File: src/rtl/leaf_accum_stage.sv
// Streaming leaf accumulator: sums groups of COUNT samples, flush closes a partial group early.
// Optional clamp-on-overflow with sticky per-group flag when LEAF_ACCUM_SAT_EN is defined.
module leaf_accum_stage #(
  parameter int unsigned DATA_W = 8,
  parameter int unsigned COUNT  = 4,
  parameter int unsigned SUM_W  = 9,
  parameter int unsigned CNT_W  = $clog2(COUNT + 1)
) (
  input  logic              clk,
  input  logic              rst,
  input  logic              in_valid,
  input  logic [DATA_W-1:0] in_data,
  output logic              in_ready,
  input  logic              flush,
  output logic              out_valid,
  input  logic              out_ready,
  output logic [SUM_W-1:0]  out_sum,
  output logic [CNT_W-1:0]  out_cnt,
  output logic              out_sat
);

  typedef enum logic {ACCUM = 1'b0, HOLD = 1'b1} state_t;

  state_t           state;
  logic [SUM_W-1:0] acc;
  logic [CNT_W-1:0] cnt;

  logic             accept;
  logic             close;
  logic [SUM_W-1:0] red_sum;
  logic [SUM_W-1:0] close_sum;
  logic [CNT_W-1:0] eff_cnt;

`ifdef LEAF_ACCUM_SAT_EN
  logic [SUM_W:0] nsum;
  logic           clamp;
  logic           sat_flag;
`endif

  // Output slot frees up when empty or being drained this cycle.
  assign in_ready = !out_valid || out_ready;
  assign accept   = in_valid && in_ready;

  always_comb begin
`ifdef LEAF_ACCUM_SAT_EN
    nsum    = (SUM_W + 1)'(acc) + (SUM_W + 1)'(in_data);
    clamp   = nsum[SUM_W];
    red_sum = clamp ? {SUM_W{1'b1}} : nsum[SUM_W-1:0];
`else
    red_sum = acc + SUM_W'(in_data);
`endif
    eff_cnt   = accept ? cnt + CNT_W'(1) : cnt;
    close_sum = accept ? red_sum : acc;
    close     = (accept && (cnt == CNT_W'(COUNT - 1))) ||
                (flush && in_ready && (eff_cnt != '0));
  end

  // Group state, output registers and ACCUM/HOLD control.
  always_ff @(posedge clk) begin
    if (rst) begin
      state     <= ACCUM;
      acc       <= '0;
      cnt       <= '0;
      out_valid <= 1'b0;
      out_sum   <= '0;
      out_cnt   <= '0;
    end else if (close) begin
      state     <= HOLD;
      acc       <= '0;
      cnt       <= '0;
      out_valid <= 1'b1;
      out_sum   <= close_sum;
      out_cnt   <= eff_cnt;
    end else begin
      if (accept) begin
        acc <= red_sum;
        cnt <= cnt + CNT_W'(1);
      end
      if (state == HOLD && out_ready) begin
        state     <= ACCUM;
        out_valid <= 1'b0;
      end
    end
  end

`ifdef LEAF_ACCUM_SAT_EN
  // Sticky clamp flag for the open group, published with the result.
  always_ff @(posedge clk) begin
    if (rst) begin
      sat_flag <= 1'b0;
      out_sat  <= 1'b0;
    end else if (close) begin
      sat_flag <= 1'b0;
      out_sat  <= sat_flag || (accept && clamp);
    end else if (accept && clamp) begin
      sat_flag <= 1'b1;
    end
  end
`else
  assign out_sat = 1'b0;
`endif

endmodule

File: config.mk
export PLATFORM = sky130hd
export DESIGN_NAME = leaf_accum_stage
export DESIGN_NICKNAME = d
export VERILOG_FILES = /design/src/rtl/leaf_accum_stage.sv
export SDC_FILE = /design/constraint.sdc
export NUM_CORES = 1
export LEC_CHECK = 0
export BUFFER_PORTS_ARGS = -buffer_cell sky130_fd_sc_hd__buf_4
export CAP_MARGIN = 40
export CELL_PAD_IN_SITES_DETAIL_PLACEMENT = 2
export CELL_PAD_IN_SITES_GLOBAL_PLACEMENT = 2
export CORE_ASPECT_RATIO = 1.75
export CORE_UTILIZATION = 28
export CTS_CLUSTER_SIZE = 24
export DETAILED_ROUTE_END_ITERATION = 6
export PLACE_DENSITY_LB_ADDON = 0.1
export SETUP_SLACK_MARGIN = 0.2
export SLEW_MARGIN = 20
export SYNTH_ARGS = -nofsm -noshare
export SYNTH_HDL_FRONTEND = slang
export SYNTH_SLANG_ARGS = --single-unit
File: constraint.sdc
create_clock -name clk -period 2.1 [get_ports clk]
set_clock_uncertainty 0.05 [all_clocks]
set_input_delay 0.42 -clock clk [delete_from_list [all_inputs] [get_ports clk]]
set_output_delay 0.42 -clock clk [all_outputs]
set_load 0.01 [all_outputs]
### Yosys cells after proc, flatten, opt, wreduce, memory -nomap -nowiden

Cells that the tools add are included.

| word-level totals | value |
|---|---|
| bits in registers | 25 |
| bits of input ports | 13 |
| output and inout bits | 15 |
| logic and storage cells | 23 |

| cells by class | value |
|---|---|
| $add $sub $neg | 2 |
| eq/ne operators | 1 |
| muxes and demuxes | 4 |
| reduce and logical (&&, ||, !) cells | 11 |

Operator list:

| kind | count |
|---|---|
| adder 9 x 8 -> 9 bit | 1 |
| two-way mux 9 bit | 1 |
| logical AND 1 bit | 5 |
| adder 3 x 1 -> 3 bit (second input constant) | 1 |
| == test 3 x 2 -> 1 bit (second input constant) | 1 |
| two-way mux 3 bit | 1 |
| nonzero test 3 bit | 1 |
| logical OR 1 bit | 2 |
| two-way mux 1 bit | 2 |
| nonzero test 2 bit | 1 |
| OR reduction 2 bit | 1 |
| logical NOT 1 bit | 1 |

### Longest topological paths before layout

| depth | value |
|---|---|
| word-level depth | 8 |
| mapped depth | 9 |
| depth with buffers taken out | 8 |

### Least setup slack after synthesis

Ideal clock, no wire load.

| path | value |
|---|---|
| path kind | input -> register |
| start point | in in_data[0] |
| end point | reg out_sum[6] |
| setup time | 86 ps |
| arrival time | 1836 ps |
| data required time | 1964 ps |
| setup slack | 128 ps |
| cell stages on the path | 8 |
| buffers on the path | 0 |
| path through | ha_1 -> inv_1 -> fa_1 -> nand2b_1 -> a21oi_1 -> nor4_1 -> o31a_1 -> a211oi_1 |

| on the way | value |
|---|---|
| cells in the longest elaborated chain, start to end | 2 |

Ends and longest elaborated chain:

| item | line | text |
|---|---|---|
| start: declaration | 12 | `input logic [DATA_W-1:0] in_data,` |
| adder 9 x 8 -> 9 bit | 50 | `red_sum = acc + SUM_W'(in_data);` |
| two-way mux 9 bit | -- |  |
| end signal: assignment | 72 | `out_sum <= close_sum;` |
| end: declaration | 17 | `output logic [SUM_W-1:0] out_sum,` |

Every way passes these cells.
A chain may end at the register's enable or synchronous reset.

### Final worst setup path

| path | value |
|---|---|
| start point | reg acc[0] |
| end point | reg out_sum[8] |

| on the way | value |
|---|---|
| cells in the longest elaborated chain, start to end | 2 |

Ends and longest elaborated chain:

| item | line | text |
|---|---|---|
| start: declaration | 25 | `logic [SUM_W-1:0] acc;` |
| start signal: assignment | 76 | `acc <= red_sum;` |
| adder 9 x 8 -> 9 bit | 50 |  |
| two-way mux 9 bit | -- |  |

Every way passes these cells.

==> results.sh <==
export IMPL_crit_buf_inv=1
export IMPL_drt_iter0_markers=8
export IMPL_cts_sinks=25
export IMPL_p_clk_share_pct=21.5
export IMPL_status="complete, no violations"
export IMPL_startpoint_type="flip-flop"
export IMPL_grt_pass1_wl_um=6851
export IMPL_synthFlopType="dfxtp_1"
export IMPL_fp_dieH_um=93.39
export IMPL_drc_errors=0
export IMPL_viasPerCell=5.148
export IMPL_synth_seq_area_share_pct=37.45
export IMPL_synth_top_cell_area_share_pct=37.45
export IMPL_cpMostUsedCell="a211oi_2"
export IMPL_num_antenna_cells=0
export IMPL_nets=217
export IMPL_path_clk_slew_ns=0.09
export IMPL_rows=32
export IMPL_worst_r2r_cell_count=8
export IMPL_hold_start="rst"
export IMPL_synth_area_sq_um=1336
export IMPL_synth_area_leaders="dfxtp_1 37%, ha_1 9.4%, nor2_1 8.7%, a211oi_1 6.7%, a21oi_1 3.7%"
export IMPL_synth_warnings=0
export IMPL_hold_slack_ns=0.4239
export IMPL_yosysMostFrequentCell="nor2_1"
export IMPL_hp_class="in2reg"
export IMPL_hold_depth=2
export IMPL_hold_violations=0
export IMPL_gr_usage_all_layers_pct=18.79
export IMPL_slowest_stage="dfxtp_2"
export IMPL_avgRoutedWirePerCell_um=18.05
export IMPL_critPathTopFamily="compound AO/OA/AOI/OAI gates"
export IMPL_period_share_pct=91.85
export IMPL_min_to="out_cnt[0]$_SDFFE_PP0P_"
export IMPL_synth_distinct_cells=37
export IMPL_worstPathArrival_ns=2.07
export IMPL_ys_ff_latch=25
export IMPL_synth_nets=178
export IMPL_synth_edff_count=0
export IMPL_synth_simple_area_share_pct=20.41
export IMPL_crit_type="reg2reg"
export IMPL_worstPathCellList="ha_4, inv_2, fa_2, nand2b_4, a211oi_2, o31ai_1, xor2_1, a211oi_2"
export IMPL_ant_nets=0
export IMPL_grt_max_degree=15
export IMPL_p_per_area_nw_per_um2=728.9
export IMPL_cts_tree="yes"
export IMPL_setup_viol=0
export IMPL_die_area_sq_um=5063
export IMPL_intPower_mw=0.9067
export IMPL_synth_compound_area_share_pct=18.35
export IMPL_netlist_instances=154
export IMPL_fin_cells=243
export IMPL_synth_xor_area_share_pct=3.277
export IMPL_fin_crit_ns=1.929
export IMPL_start_util_pct=29.80
export IMPL_routed_wl_um=4386
export IMPL_dr_pass1_iters=3
export IMPL_die_w_um=54.22
export IMPL_clock_latency_ns=0.27
export IMPL_power_frac_seq_pct=41.2
export IMPL_cp_max_fo=3
export IMPL_synth_adder_area_share_pct=10.86
export IMPL_grt_pass1_vias=1388
export IMPL_clockBufferDepth=2
export IMPL_p_sw_share_pct=33.28
export IMPL_cts_buffers=3
export IMPL_power_leakage_nw=0.8025
export IMPL_crit_path_start="acc[0]$_SDFF_PP0_"
export IMPL_rr_startpoint="acc[0]$_SDFF_PP0_"
export IMPL_grt_overflow_total=0
export IMPL_n_fill_cell=531
export IMPL_vias=1251
export IMPL_ios=28
export IMPL_dp_cells=230
export IMPL_synth_top_family_by_area="simple AND/OR/NAND/NOR gates"
export IMPL_slowest_delay_ns=0.36
export IMPL_synthMuxAreaShare_pct=3.745
export IMPL_io_buffers=26
export IMPL_r2r_end="out_sum[8]$_SDFFE_PP0P_"
export IMPL_ys_async_sr_fraction_pct=0
export IMPL_power_share_combinational_pct=37.3
export IMPL_antenna_found_initial=0
export IMPL_rsz0062_at_grt="yes"
export IMPL_ir_drop_mv=0.3482
export IMPL_synth_top_cell_by_area="dfxtp_1"
export IMPL_finalMaxSlewViolations=0
export IMPL_dpl_hpwl_um=3031
export IMPL_gp_congestion=0.7296
export IMPL_maxCapViolCount=0
export IMPL_required_ns=2.24
export IMPL_root_buffer="clkbuf_8"
export IMPL_end_kind="flip-flop"
export IMPL_r2r_setup_slack_ns=0.17
export IMPL_synth_commonest_cells="31 x nor2_1, 25 x dfxtp_1, 12 x a211oi_1"
export IMPL_syn2layout_area_growth_pct=39.51
export IMPL_core_sq_um=4484
export IMPL_p_sw_mw=0.4522
export IMPL_drive_above_1_share_pct=36.98
export IMPL_fmax_ghz=0.5184
export IMPL_htreeDepth=1
export IMPL_synth_area_per_cell_sq_um=8.677
==> worst max-delay path by stage <==
stage / to / slack, ns / cells after the start
global route: out_sum[8]$_SDFFE_PP0P_ / 0.07 / 8
detailed placement: out_sum[8]$_SDFFE_PP0P_ / -0.11 / 9
global placement: out_sum[8]$_SDFFE_PP0P_ / -0.1 / 9
CTS: out_sum[8]$_SDFFE_PP0P_ / 0.17 / 8
floorplan: out_sum[8]$_SDFFE_PP0P_ / 0.21 / 8
finish: out_sum[8]$_SDFFE_PP0P_ / 0.17 / 8
==> through the flow <==
step	util [%]	worst slack, ns	cell area [sq um]	total power [mW]	setup TNS, ns
after floorplan	-	0.2054	1350	0.8276	0
after global placement	35.80	-0.09790	1605	0.9590	-0.09790
after detailed placement	35.80	-0.1138	1605	0.9802	-0.2852
after CTS	40.76	0.1664	1828	1.360	0
after global routing	41.57	0.07469	1864	1.461	0
final	41.57	0.1710	1864	1.359	0
==> state kept, by name, indices dropped and copies added, names as in the netlist <==
register  flops
cnt           3
out_cnt       3
acc           9
state         1
out_sum       9
==> power groups by stage <==
stage	Sequential (mW)	Combinational [mW]	Clock (mW)
floorplan	0.575	0.252	0
finish	0.560	0.507	0.292
global route	0.568	0.563	0.330
global placement	0.565	0.394	0
detailed placement	0.569	0.411	0
CTS	0.561	0.490	0.308
==> cell families after synthesis <==
family / Yosys count
compound gates: 37
xor+xnor: 5
fa+ha+maj: 11
buf+inv: 13
flops: 25
mux: 5
other cells: 1
simple gates: 57
==> per-layer routing <==
layer  global-route usage [%]  up-vias  part of all wire [%]
met3                    1.951        5                   1.4
met5                        0        -                     0
met4                    6.410        0                   1.5
met2                    33.64       18                    56
met1                    21.78      616                    41
li1                         -      612                     -
==> what timing repair did <==
action / CTS / global route
setup endpoints to repair: 24 / 21
hold buffers: 0 / 0
gates resized for setup: 23 / 10
hold endpoints to repair: 0 / 0
pin swaps: 8 / 7
buffers inserted: 6 / 0
gates cloned: 2 / 1
==> placed cells by master (no fill, tap or decap), types with 3 or more instances in the layout <==
master	instances
a211oi_1	3
a211oi_2	9
a21oi_1	9
buf_4	36
buf_6	3
clkbuf_8	3
dfxtp_1	22
ha_1	6
ha_4	3
inv_1	4
mux2i_1	5
nand2_1	6
nor2_1	31
nor2b_1	3
o21ai_0	3
xor2_1	3
==> cell type report <==
cell class                 count  area (sq um)  share of cell area (%)
multi-input combinational    117         882.1                   47.32
clock buffer                   3         41.29                   2.215
inverter                       5         18.77                   1.007
clock inverter                 1         5.005                  0.2685
timing repair buffer          41         346.6                   18.59
sequential                    25         506.7                   27.18
tap                           51         63.81                   3.423
==> worst reg2reg max path, cell delays in order (launching register included) <==
cell and delay, ns:
dfxtp_2 0.36, ha_4 0.13, inv_2 0.03, fa_2 0.33, nand2b_4 0.17, a211oi_2 0.21, o31ai_1 0.10, xor2_1 0.20
a211oi_2 0.25
Note: power is estimated with default switching activity, not from simulation.
